==> src/rtl/pattern_sync_pkg.sv <==
// Shared state encoding and width helper for the pattern_sync_gen timing source.
package pattern_sync_pkg;

  typedef enum logic [1:0] {
    IDLE,
    ACTIVE,
    HBLANK,
    VBLANK
  } psync_state_t;

  function automatic int clog2_min1(input int n);
    return (n <= 2) ? 1 : $clog2(n);
  endfunction

endpackage

==> src/rtl/psync_wrap_cnt.sv <==
// Wrapping up-counter: counts 0..TERMINAL while enabled, clear forces 0.
module psync_wrap_cnt #(
  parameter int W = 4,
  parameter logic [W-1:0] TERMINAL = '1
) (
  input  logic         clk,
  input  logic         rst,
  input  logic         i_en,
  input  logic         i_clr,
  output logic [W-1:0] o_cnt,
  output logic         o_wrap
);

  logic [W-1:0] r_cnt;

  // o_wrap flags the terminal count; the count rolls to 0 on the next enabled edge.
  assign o_wrap = (r_cnt == TERMINAL);
  assign o_cnt  = r_cnt;

  always_ff @(posedge clk) begin
    if (rst || i_clr) begin
      r_cnt <= '0;
    end else if (i_en) begin
      r_cnt <= o_wrap ? '0 : r_cnt + W'(1);
    end
  end

endmodule

==> src/rtl/pattern_sync_gen.sv <==
// Frame/line timing source feeding the pattern generator.
// Optional frame counter output enabled by defining PSYNC_FRAME_CNT_EN.
module pattern_sync_gen
  import pattern_sync_pkg::*;
#(
  parameter int H_ACTIVE = 64,
  parameter int H_BLANK  = 8,
  parameter int V_ACTIVE = 48,
  parameter int V_BLANK  = 2,
  localparam int H_TOTAL = H_ACTIVE + H_BLANK,
  localparam int V_TOTAL = V_ACTIVE + V_BLANK,
  localparam int XW      = clog2_min1(H_TOTAL),
  localparam int YW      = clog2_min1(V_TOTAL)
) (
  input  logic          clk,
  input  logic          rst,
  input  logic          start,
  input  logic          continuous,
  output logic          f_sync,
  output logic          sync,
  output logic          active,
  output logic [XW-1:0] x_pos,
  output logic [YW-1:0] y_pos,
  output logic          frame_done,
  output logic          busy
`ifdef PSYNC_FRAME_CNT_EN
  ,
  output logic [15:0]   frame_cnt
`endif
);

  localparam logic [XW-1:0] H_ACT_LAST = XW'(H_ACTIVE - 1);
  localparam logic [XW-1:0] H_LAST     = XW'(H_TOTAL - 1);
  localparam logic [XW-1:0] H_PRE_LAST = XW'(H_TOTAL - 2);
  localparam logic [YW-1:0] V_ACT_LAST = YW'(V_ACTIVE - 1);
  localparam logic [YW-1:0] V_LAST     = YW'(V_TOTAL - 1);

  psync_state_t r_state;
  psync_state_t w_state_next;
  logic         w_in_frame;
  logic         w_eof;
  logic         w_new_frame;
  logic         w_last_next;
  logic         w_h_wrap;
  logic         w_v_wrap;

  assign w_in_frame = (r_state != IDLE);

  psync_wrap_cnt #(
    .W        (XW),
    .TERMINAL (H_LAST)
  ) u_h_cnt (
    .clk    (clk),
    .rst    (rst),
    .i_en   (w_in_frame),
    .i_clr  (!w_in_frame),
    .o_cnt  (x_pos),
    .o_wrap (w_h_wrap)
  );

  psync_wrap_cnt #(
    .W        (YW),
    .TERMINAL (V_LAST)
  ) u_v_cnt (
    .clk    (clk),
    .rst    (rst),
    .i_en   (w_in_frame && w_h_wrap),
    .i_clr  (!w_in_frame),
    .o_cnt  (y_pos),
    .o_wrap (w_v_wrap)
  );

  always_comb begin
    w_state_next = r_state;
    w_eof        = 1'b0;
    case (r_state)
      IDLE:    if (start) w_state_next = ACTIVE;
      ACTIVE:  if (x_pos == H_ACT_LAST) w_state_next = HBLANK;
      HBLANK: begin
        if (w_h_wrap) begin
          if (y_pos < V_ACT_LAST)  w_state_next = ACTIVE;
          else if (V_BLANK > 0)    w_state_next = VBLANK;
          else                     w_eof        = 1'b1;
        end
      end
      VBLANK:  if (w_h_wrap && w_v_wrap) w_eof = 1'b1;
      default: w_state_next = IDLE;
    endcase
    if (w_eof) w_state_next = continuous ? ACTIVE : IDLE;
  end

  assign w_new_frame = ((r_state == IDLE) && start) || (w_eof && continuous);
  // frame_done is registered, so flag the cycle before the last (h,v) position.
  assign w_last_next = w_in_frame && (x_pos == H_PRE_LAST) && (y_pos == V_LAST);

  always_ff @(posedge clk) begin
    if (rst) begin
      r_state    <= IDLE;
      f_sync     <= 1'b0;
      sync       <= 1'b0;
      active     <= 1'b0;
      frame_done <= 1'b0;
      busy       <= 1'b0;
    end else begin
      r_state    <= w_state_next;
      f_sync     <= w_new_frame;
      sync       <= (w_state_next == ACTIVE) && (r_state != ACTIVE);
      active     <= (w_state_next == ACTIVE);
      frame_done <= w_last_next;
      busy       <= (w_state_next != IDLE);
    end
  end

`ifdef PSYNC_FRAME_CNT_EN
  logic [15:0] r_frame_cnt;

  always_ff @(posedge clk) begin
    if (rst) begin
      r_frame_cnt <= '0;
    end else if (frame_done) begin
      r_frame_cnt <= r_frame_cnt + 16'd1;
    end
  end

  assign frame_cnt = r_frame_cnt;
`endif

endmodule

==> config.mk <==
export PLATFORM = sky130hd
export DESIGN_NAME = pattern_sync_gen
export DESIGN_NICKNAME = d
export VERILOG_FILES = /design/src/rtl/pattern_sync_pkg.sv /design/src/rtl/psync_wrap_cnt.sv /design/src/rtl/pattern_sync_gen.sv
export SDC_FILE = /design/constraint.sdc
export NUM_CORES = 1
export LEC_CHECK = 0
export CAP_MARGIN = 30
export CORE_ASPECT_RATIO = 1.25
export CORE_MARGIN = 5
export CORE_UTILIZATION = 51
export CTS_BUF_LIST = sky130_fd_sc_hd__clkbuf_8
export DETAILED_ROUTE_END_ITERATION = 10
export GPL_TIMING_DRIVEN = 0
export PLACE_DENSITY = 0.81
export SYNTH_ARGS = -nofsm -noshare
export SYNTH_HDL_FRONTEND = slang
export SYNTH_SLANG_ARGS = --single-unit
==> constraint.sdc <==
create_clock -name clk -period 2.6 [get_ports clk]
set_clock_uncertainty 0.2 [all_clocks]
set_input_delay 0.52 -clock clk [delete_from_list [all_inputs] [get_ports clk]]
set_output_delay 0.52 -clock clk [all_outputs]
set_load 0.005 [all_outputs]
Yosys cells after proc, flatten, opt, wreduce, memory -nomap -nowiden

Cells that the tools add are included.

Bits in registers: 20
Output and inout port bits: 18
Bits of input ports: 4
Word-level logic and storage cells: 44

Reductions and logical operators: 13
$add $sub $neg: 2
$lt $le $gt $ge: 1
Eq/ne operators: 9
Muxes and demuxes: 11

Operators with widths:

| operator                                              | count |
|---|---|
| equality test 7 bit, second input constant            | 2 |
| two-way mux 2 bit                                     | 5 |
| adder 7 x 1 -> 7 bit, second input constant           | 1 |
| equality test 7 x 6 -> 1 bit, second input constant   | 1 |
| logical AND 1 bit                                     | 7 |
| two-way mux 7 bit                                     | 1 |
| adder 6 x 1 -> 6 bit, second input constant           | 1 |
| equality test 6 bit, second input constant            | 1 |
| less-than comparator 6 bit, second input constant     | 1 |
| two-way mux 6 bit                                     | 1 |
| one-hot mux 2 bit (3 select lines)                    | 1 |
| equality test 2 x 1 -> 1 bit, second input constant   | 2 |
| equality test 2 bit, second input constant            | 2 |
| nonzero test 2 bit                                    | 2 |
| two-way mux 1 bit                                     | 3 |
| logical NOT 2 bit                                     | 1 |
| logical OR 1 bit                                      | 2 |
| inequality test 2 x 1 -> 1 bit, second input constant | 1 |
| logical NOT 1 bit                                     | 1 |

Longest topological paths before layout

Gate-level depths: netlist (run 1).

Word-level depth: 7
Depth in mapped cells: 7
Mapped depth without buffers: 7

Cells and area by module

Synthesis (run 1) repeated with hierarchy kept, for this count alone.

Cells, all modules: 125
Area total of the unflattened synthesis: 1127.3 µm²

By module, submodules not included:

| module                   | times used | cells each | sequential area each (µm²) | area an instance (µm²) |
|---|---|---|---|---|
| pattern_sync_gen         | 1          | 42         | 140.1                      | 399.1 |
| psync_wrap_cnt (u_h_cnt) | 1          | 43         | 140.1                      | 379.1 |
| psync_wrap_cnt (u_v_cnt) | 1          | 40         | 120.1                      | 349.1 |

Least setup slack after synthesis (run 1)

No wires, ideal clock.

Kind: reg2reg
Start point: reg u_h_cnt.r_cnt[3] (netlist: u_h_cnt.o_cnt[3])
End point: reg active
Arrival: 1517 ps
Path buffers: 0
Period minus slack after synthesis: 1843 ps
Slack: 757 ps
Cell stages (with the launch flop): 6
Setup time: 125 ps
Required time: 2275 ps
Cell sequence: dfxtp_1 or4b_4 nor4_2 o31ai_1 a22oi_2 nor2_1

Cells in the longest elaborated chain, start to end: 6
Elaborated cells on any way between the ends: 10
Those cells by class: eq/ne: 3; mux: 6; reduce/logical: 1

RTL lines:

| element                        | line                    | text |
|---|---|---|
| from (decl)                    | psync_wrap_cnt.sv:14    | `logic [W-1:0] r_cnt;` |
| from (signal assigned)         | psync_wrap_cnt.sv:24    | `r_cnt <= o_wrap ? '0 : r_cnt + W'(1);` |
| equality test 7 bit            | psync_wrap_cnt.sv:17    | `assign o_wrap = (r_cnt == TERMINAL);` |
| logical AND 1 bit              | pattern_sync_gen.sv:86  | `VBLANK: if (w_h_wrap && w_v_wrap) w_eof = 1'b1;` |
| two-way mux 1 bit              | pattern_sync_gen.sv:86  |  |
| two-way mux 1 bit              | n/a                     |  |
| two-way mux 2 bit *            | pattern_sync_gen.sv:89  | `if (w_eof) w_state_next = continuous ? ACTIVE : IDLE;` |
| equality test 2 x 1 -> 1 bit * | pattern_sync_gen.sv:108 | `active <= (w_state_next == ACTIVE);` |
| to (signal assigned)           | pattern_sync_gen.sv:108 |  |
| to (decl)                      | pattern_sync_gen.sv:21  | `output logic active,` |

Every way passes the cells marked *; elsewhere a longest branch is shown, timed or not.
A chain may end at the register's enable or synchronous reset.

Worst setup path in the final report (run 1)

Start point: reg u_v_cnt.r_cnt[0] (netlist: u_v_cnt.o_cnt[0])
End point: reg sync

Cells in the longest elaborated chain, start to end: 7
Elaborated cells on any way between the ends: 11
Those cells by class: order compare: 1; eq/ne: 2; mux: 6; reduce/logical: 2

RTL lines:

| element                                                                 | line                                           | text |
|---|---|---|
| from (decl)                                                             | psync_wrap_cnt.sv:14                           |  |
| from (signal assigned)                                                  | psync_wrap_cnt.sv:24                           |  |
| less-than comparator 6 bit or equality test 6 bit (tied branches)       | pattern_sync_gen.sv:81, psync_wrap_cnt.sv:17   |  |
| two-way mux 2 bit or logical AND 1 bit (tied branches)                  | pattern_sync_gen.sv:81, pattern_sync_gen.sv:86 |  |
| two-way mux 2 bit or two-way mux 1 bit (tied branches)                  | pattern_sync_gen.sv:80, pattern_sync_gen.sv:86 |  |
| one-hot mux 2 bit (3 select lines) or two-way mux 1 bit (tied branches) | n/a                                            |  |
| two-way mux 2 bit *                                                     | pattern_sync_gen.sv:89                         |  |
| equality test 2 x 1 -> 1 bit *                                          | pattern_sync_gen.sv:107                        | `sync <= (w_state_next == ACTIVE) && (r_state != ACTIVE);` |
| logical AND 1 bit *                                                     | pattern_sync_gen.sv:107                        |  |
| to (signal assigned)                                                    | pattern_sync_gen.sv:107                        |  |
| to (decl)                                                               | pattern_sync_gen.sv:20                         | `output logic sync,` |

Marks and branches as above.

==> results of run 1 <==
-- final cells by class --
| class | instances | share of cell area [%] |
|---|---|---|
| plain buffers | 3 | 2.31 |
| repair buffers | 20 | 16.1 |
| well taps | 19 | 1.91 |
| flip-flops and latches | 20 | 32.2 |
| clock buffers | 3 | 3.32 |
| multi-input cells | 79 | 42.7 |
| inverters | 5 | 1.51 |
-- flip-flops by register name (all words and copies together) (netlist names) --
| register | flops |
|---|---|
| u_h_cnt.o_cnt | 7 |
| active | 1 |
| frame_done | 1 |
| busy | 1 |
| sync | 1 |
| u_v_cnt.o_cnt | 6 |
| r_state | 2 |
| f_sync | 1 |
-- placed cells by master (no fill, tap or decap), types with 2 or more instances in the layout --
| cell type | count |
|---|---|
| nor2_1 | 20 |
| dfxtp_1 | 20 |
| clkdlybuf4s50_1 | 20 |
| nand2_1 | 8 |
| inv_1 | 5 |
| xor2_1 | 5 |
| clkbuf_8 | 4 |
| nor3_1 | 4 |
| xnor2_1 | 4 |
| ha_1 | 4 |
| a21oi_1 | 3 |
| or2_2 | 2 |
| nor3_2 | 2 |
| and3_1 | 2 |
| nand4_1 | 2 |
| nor3b_1 | 2 |
-- layer usage --
layer | up-vias | GRT usage, %
met5 | - | 0
met3 | 7 | 3.78
li1 | 417 | -
met4 | 0 | 9.62
met2 | 33 | 24.3
met1 | 376 | 18.4
-- worst reg2reg max path, stage by stage (launching register included) --
cell      delay (ns)
dfxtp_1         0.44
ha_1            0.22
inv_1           0.04
or2_2           0.34
nor3_2          0.37
a22oi_2         0.16
a211oi_2        0.15
-- how the worst max path moves through the flow --
stage                                             start                end  slack [ns]
after global placement    u_h_cnt.o_cnt[3]$_SDFFE_PP0N_  active$_SDFF_PP0_        0.67
after detailed placement  u_v_cnt.o_cnt[0]$_SDFFE_PP0P_    sync$_SDFF_PP0_        0.65
final                     u_v_cnt.o_cnt[0]$_SDFFE_PP0P_    sync$_SDFF_PP0_        0.60
after CTS                 u_h_cnt.o_cnt[3]$_SDFFE_PP0N_           x_pos[3]        0.61
after global routing      u_v_cnt.o_cnt[0]$_SDFFE_PP0P_    sync$_SDFF_PP0_        0.44
after floorplan           u_h_cnt.o_cnt[3]$_SDFFE_PP0N_  active$_SDFF_PP0_        0.76
-- power by group through the flow --
stage	sequential (mW)	combinational, mW	clock (mW)
after CTS	0.316	0.0427	0.199
final	0.316	0.0424	0.196
after floorplan	0.323	0.0218	0
after global placement	0.323	0.0413	0
after global routing	0.317	0.0465	0.218
after detailed placement	0.323	0.0422	0
-- cell families after synthesis --
family                   Yosys count  synth area share, %
AND/OR/NAND/NOR                   52                 29.9
flip-flops                        20                 40.9
AO/OA/AOI/OAI                     14                 11.1
XOR/XNOR                           9                 8.06
buffers and inverters              8                 4.86
adder cells (fa/ha/maj)            4                 5.12
==> flow_summary.ini, run 1 <==
[run_status]
status = finished clean

[flow_run]
maxCapViolCount = 0

[worst_hold_path]
hp-start = u_h_cnt.o_cnt[0]$_SDFFE_PP0N_
hold_class = reg2reg
holdPathStages = 1
whs_endpoint = u_h_cnt.o_cnt[0]$_SDFFE_PP0N_

[worst_setup_path]
cp_max_fo = 7
cpPeakStageDelay_ns = 0.44
worst_setup_path_start_kind = register
end_kind = register
crit_slowest_cell = dfxtp_1
ff2ff_path_depth = 6
crit_cells = 6
rr_startpoint = u_v_cnt.o_cnt[0]$_SDFFE_PP0P_
ff2ff_setup_slack_ns = 0.60
crit_chain = ha_1 -> inv_1 -> or2_2 -> nor3_2 -> a22oi_2 -> a211oi_2
worst-path-buf-inv = 1
critical_path_arrival_ns = 1.98
r2r_end = sync$_SDFF_PP0_
crit_type = reg2reg
cp.required_ns = 2.58
critPathTopFamily = simple AND/OR/NAND/NOR gates

[route]
dr_wl_met3_um = 112
wl_per_cell_um = 13.2
vias = 833
first_pass_iters = 4
top_layer = met4
drt-total-wl_um = 1970
drc_errors = 0
ant_nets = 0
dr_wl_met2_um = 917
wl_met1_um = 884
drt_iter0_drc = 17
viasPerCell = 5.59

[floorplan]
ios = 22
die_h_um = 59.0
initial_core_util_pct = 54.1
die_area_um2 = 2900
coreArea_um2 = 1810
fp.dieW_um = 49.2
num_rows = 17

[clock_network]
cts-root-buf = clkbuf_8
htree_levels = 1
cts_setup_buffers = 0
clock_sinks = 20
postCtsHoldBufs = 0
cts_tree = built
worst_skew_pair.late_latency_ns = 0.25
cts_buffers = 3
clock_path_buffers = 2
cts_resized = 0
clkTransAtPathRegs_ns = 0.07

[power]
pwr-share-clk_pct = 35.3
p_sw_share_pct = 21.0
p_leak_nw = 0.411
p_int_mw = 0.437
seq_power_share_pct = 57.0
p_sw_mw = 0.116
power_density_nw_per_um2 = 445
share_comb_of_total_power_pct = 7.7
worst_ir_drop_vdd_mv = 0.292
power.total_mw = 0.554

[sta]
max_freq_mhz = 500
slew_violations = 0
rsz0062_at_grt = no
hold_ws_ns = 0.286
fin_ws_ns = 0.601
tightestPinTransition_ns = 0.427
period_share_pct = 76.9
hold_violations = 0
fin_tns_setup_ns = 0
fin_crit_ns = 2.00
finalSetupViolCount = 0
relSlewSlack_pct = 71.5

[placed_design]
io_buffers = 20
gp_congestion = 0.838
placed_cells = 146
dp_hpwl_um = 1430
pre_cts_slack_ns = 0.649
dpl_cell_area_um2 = 1200

[cells_and_area]
final_layout_size_suffix_gt1_share_pct = 13.1
finalNonFillerCells = 149
syn_to_final_growth_pct = 27.1
fin_nets = 140
regArea_um2 = 400
multi_input_area_um2 = 531
fillers = 142
fin_area_um2 = 1240
n_antenna_cell = 0
fin_util_pct = 68.8

[logic_synthesis]
ys.flop_type = dfxtp_1
yosysSeqAreaShare_pct = 40.9
syn_inst = 107
async_flop_share_pct = 0
ys_warn_count = 0
synthDistinctLibCells = 38
synth_common_cells = 20 x dfxtp_1, 20 x nor2_1, 8 x nand2_1
syn-num-nets = 115
synth_seq_cells = 20
avgSynthCellArea_um2 = 9.14
synth.area.top_cells = dfxtp_1 41%, nor2_1 7.7%, ha_1 5.1%
synth-edff-count = 0
netlist_area_um2 = 978
yosysTopAreaCell = dfxtp_1
synth_top_area_share_pct = 40.9

[global_route]
globalRouteOverflowTotal = 0
grt_max_degree = 11
grt_antenna_before_repair = 0
grt_pass1_wl_um = 3600
grt_util_all_layers_pct = 15.3
grt_pass1_vias = 836
Note: power is estimated with default switching activity, not from simulation.
==> run 2: changes to the inputs <==
clock period = 1.9 ns   (was 2.6 ns; I/O delays follow)
==> flow_summary.ini, run 2 (synthesis results as in run 1) <==
[clock_network]
worst_skew_pair.late_latency_ns = 0.25
htree_levels = 1
cts_buffers = 3
cts-root-buf = clkbuf_8
clock_path_buffers = 2
postCtsHoldBufs = 0
clock_sinks = 20
clkTransAtPathRegs_ns = 0.07
cts_tree = built

[worst_setup_path]
crit_slowest_cell = or4b_4
crit_type = reg2reg
cpPeakStageDelay_ns = 0.60
cp.required_ns = 1.87
end_kind = register
cp_max_fo = 5
crit_chain = or4b_4 -> nor3_2 -> o2bb2ai_2 -> a22oi_2 -> a211oi_2
worst-path-buf-inv = 0
critical_path_arrival_ns = 1.81
critPathTopFamily = simple AND/OR/NAND/NOR gates
ff2ff_setup_slack_ns = 0.07
worst_setup_path_start_kind = register

[sta]
slew_violations = 0
fin_crit_ns = 1.83
period_share_pct = 96.4
tightestPinTransition_ns = 0.493
hold_violations = 0
relSlewSlack_pct = 67.0
finalSetupViolCount = 0
max_freq_mhz = 546
fin_ws_ns = 0.0687

[power]
power_density_nw_per_um2 = 576
worst_ir_drop_vdd_mv = 0.401
p_leak_nw = 0.475

[route]
drc_errors = 0
viasPerCell = 5.71
ant_nets = 0
drt-total-wl_um = 2110
first_pass_iters = 4
vias = 868
drt_iter0_drc = 21
wl_per_cell_um = 13.9

[cells_and_area]
final_layout_size_suffix_gt1_share_pct = 21.8
final_cell_mix = 20 x nor2_1, 20 x clkdlybuf4s50_1, 16 x dfxtp_1, 7 x nand2_1
syn_to_final_growth_pct = 34.5
largest_reg_flops = 7
n_antenna_cell = 0
fin_util_pct = 72.8
fin_nets = 143

[floorplan]
die_h_um = 59.0
num_rows = 17
initial_core_util_pct = 54.1
ios = 22
die_area_um2 = 2900
fp.dieW_um = 49.2
coreArea_um2 = 1810

[placed_design]
pre_cts_slack_ns = -0.0509
dp_hpwl_um = 1430
io_buffers = 20
gp_congestion = 0.838

[global_route]
grt_util_all_layers_pct = 15.3
grt_pass1_vias = 836
grt_pass1_wl_um = 3600
grt_antenna_before_repair = 0
grt_max_degree = 11
globalRouteOverflowTotal = 0

[run_status]
status = finished clean

[worst_hold_path]
hold_class = in2reg

[flow_run]
maxCapViolCount = 0
-- run 2: cell count changes in the layout (fill, tap and decap cells not counted), moves of 2 or more --
cell     before  now
dfxtp_1      20   16
dfxtp_2       0    3
nor3_4        0    2
buf_4         0    3
-- run 2: final cells by class --
class	instances	area, um^2
Tap cell	19	23.8
Sequential cell	20	408
Multi-Input combinational cell	79	573
Inverter	5	18.8
Buffer	3	28.8
Fill cell	131	492
Timing Repair Buffer	23	223
Clock buffer	3	41.3
-- run 2: layer usage --
| layer | GRT usage (%) | routed length [um] | vias to the layer above |
|---|---|---|---|
| met4 | 9.62 | 86 | 0 |
| met5 | 0 | 0 | - |
| li1 | - | - | 424 |
| met1 | 18.5 | 932 | 405 |
| met2 | 24.3 | 982 | 28 |
| met3 | 3.78 | 112 | 11 |
-- run 2: worst paths after layout --
kind / cells past startpoint / to / startpoint
max: 5 / sync$_SDFF_PP0_ / u_h_cnt.o_cnt[4]$_SDFFE_PP0N_
min: 2 / active$_SDFF_PP0_ / rst
max reg2reg: 5 / sync$_SDFF_PP0_ / u_h_cnt.o_cnt[4]$_SDFFE_PP0N_
min reg2reg: 1 / u_h_cnt.o_cnt[0]$_SDFFE_PP0N_ / u_h_cnt.o_cnt[0]$_SDFFE_PP0N_
-- run 2: power by group --
group	total [mW]	internal (mW)	switching (mW)
clock	0.267	0.141	0.127
combinational	0.0603	0.0298	0.0305
sequential	0.431	0.427	0.00391
-- run 2: timing repair --
item                                    CTS  global route
endpoints found under the setup margin    5             7
resized for setup                         4             9
buffers inserted                          0             3
pin swaps                                 1             6
-- run 2: worst reg2reg max path, cell delays in order, from the launching register on --
cell and delay (ns):
dfxtp_4 0.36, or4b_4 0.60, nor3_2 0.20, o2bb2ai_2 0.15, a22oi_2 0.09, a211oi_2 0.15
-- run 2: metrics by stage --
stage / instance area, um^2 / total power [mW] / hold slack, ns / TNS, ns / instances
2_1_floorplan: 978 / 0.472 / 0.255 / 0 / 107
6_report: 1320 / 0.758 / 0.280 / 0 / 152
5_1_grt: 1320 / 0.794 / 0.317 / -0.0275 / 152
4_1_cts: 1250 / 0.762 / 0.266 / 0 / 149
3_3_place_gp: 1200 / 0.498 / 0.268 / -0.0609 / 146
3_5_place_dp: 1200 / 0.500 / 0.273 / -0.0968 / 146
==> run 3: changes to the inputs <==
CORE_ASPECT_RATIO = 0.75   (was 1.25)
PLACE_DENSITY = 0.8   (was 0.81)
==> flow_summary.ini, run 3 (synthesis results as in run 1) <==
[clock_network]
cts_tree = built
worst_skew_pair.late_latency_ns = 0.25
clkTransAtPathRegs_ns = 0.07
cts_buffers = 3
postCtsHoldBufs = 0
clock_sinks = 20
clock_path_buffers = 2
cts-root-buf = clkbuf_8
htree_levels = 1

[route]
ant_nets = 0
wl_per_cell_um = 14.3
viasPerCell = 5.51
vias = 849
drc_errors = 0
drt-total-wl_um = 2200
drt_iter0_drc = 14
first_pass_iters = 4

[sta]
tightestPinTransition_ns = 0.511
relSlewSlack_pct = 65.8
hold_ws_ns = 0.265
finalSetupViolCount = 0
period_share_pct = 97.6
fin_crit_ns = 1.85
hold_violations = 0
max_freq_mhz = 539
rsz0062_at_grt = yes
slew_violations = 0

[power]
p_leak_nw = 0.468
power_density_nw_per_um2 = 585
worst_ir_drop_vdd_mv = 0.614

[worst_setup_path]
crit_chain = or4b_4 -> nor3_2 -> o2bb2ai_1 -> a22oi_2 -> a211oi_2
crit_slowest_cell = or4b_4
crit_type = reg2reg
worst-path-buf-inv = 0
worst_setup_path_start_kind = register
critical_path_arrival_ns = 1.83
ff2ff_path_depth = 5
cp_max_fo = 6
cpPeakStageDelay_ns = 0.60
critPathTopFamily = simple AND/OR/NAND/NOR gates
rr_startpoint = u_h_cnt.o_cnt[4]$_SDFFE_PP0N_
ff2ff_setup_slack_ns = 0.05
r2r_end = sync$_SDFF_PP0_
end_kind = register
cp.required_ns = 1.88

[run_status]
status = finished clean

[worst_hold_path]
holdPathStages = 2
hp-start = rst
hold_class = in2reg
whs_endpoint = r_state[0]$_SDFF_PP0_

[placed_design]
dpl_cell_area_um2 = 1210
gp_congestion = 0.782
dp_hpwl_um = 1490
io_buffers = 20

[floorplan]
fp.dieW_um = 60.6
die_area_um2 = 2900
coreArea_um2 = 1770
num_rows = 13
ios = 22
die_h_um = 47.9
initial_core_util_pct = 55.2

[cells_and_area]
syn_to_final_growth_pct = 33.5
n_antenna_cell = 0
fin_nets = 142
final_layout_size_suffix_gt1_share_pct = 20.5
largest_reg_flops = 7
final_cell_mix = 20 x nor2_1, 20 x clkdlybuf4s50_1, 16 x dfxtp_1, 7 x nand2_1
fin_area_um2 = 1310

[flow_run]
maxCapViolCount = 0

[global_route]
globalRouteOverflowTotal = 0
grt_util_all_layers_pct = 16.2
grt_max_degree = 11
grt_pass1_wl_um = 3440
grt_pass1_vias = 765
grt_antenna_before_repair = 0
-- run 3: cell types whose count changed in the layout (fill, tap and decap cells not counted), sizes merged --
cell / change
buf: -1
-- run 3: worst reg2reg max path: cells and delay by family, from the launching register on --
kind	cells	cell delay, ns
flip-flops	1	0.36
AO/OA/AOI/OAI	3	0.42
AND/OR/NAND/NOR	2	0.79
-- run 3: area by class of cell --
class / count / area [um^2]
multi-input cells: 79 / 569
clock buffers: 3 / 41.3
flip-flops and latches: 20 / 405
fillers: 134 / 467
well taps: 22 / 27.5
repair buffers: 22 / 215
plain buffers: 3 / 28.8
inverters: 5 / 18.8
-- run 3: per-layer routing --
layer	vias up	part of all wire, %	global-route usage [%]
met3	2	6.0	5.93
li1	425	-	-
met2	26	46	26.4
met4	0	0.27	2.60
met1	396	48	21.2
met5	-	0	0
-- run 3: worst max path at each step --
stage                                        from                       endpoint  depth (start not counted)
floorplan           u_h_cnt.o_cnt[3]$_SDFFE_PP0N_              active$_SDFF_PP0_                          5
global placement    u_h_cnt.o_cnt[3]$_SDFFE_PP0N_              active$_SDFF_PP0_                          5
detailed placement  u_v_cnt.o_cnt[0]$_SDFFE_PP0P_                sync$_SDFF_PP0_                          6
CTS                 u_h_cnt.o_cnt[4]$_SDFFE_PP0N_  u_v_cnt.o_cnt[3]$_SDFFE_PP0P_                          5
global route        u_h_cnt.o_cnt[4]$_SDFFE_PP0N_                sync$_SDFF_PP0_                          5
finish              u_h_cnt.o_cnt[4]$_SDFFE_PP0N_                sync$_SDFF_PP0_                          5
-- run 3: metrics by stage --
step | worst slack (ns) | util (%) | power [mW] | setup TNS, ns | instances
after floorplan | 0.0574 | - | 0.472 | 0 | 107
after global placement | -0.0410 | 68.0 | 0.498 | -0.0766 | 149
after detailed placement | -0.0663 | 68.0 | 0.499 | -0.259 | 149
after CTS | 0.0306 | 72.5 | 0.772 | 0 | 153
after global routing | -0.0317 | 73.7 | 0.803 | -0.0448 | 154
final | 0.0458 | 73.7 | 0.764 | 0 | 154
-- run 3: report_power, final --
part           total (mW)  switching, mW  leakage, nW  internal, mW
sequential          0.432        0.00378        0.165         0.428
combinational      0.0603         0.0308        0.282        0.0295
clock               0.272          0.131       0.0216         0.141
total               0.764          0.166        0.468         0.599
-- run 3: timing repair --
action / in CTS / in global routing
setup endpoints to repair: 8 / 8
pin swaps: 4 / 2
buffers inserted: 1 / 1
cloned: 0 / 0
gates resized for setup: 7 / 5
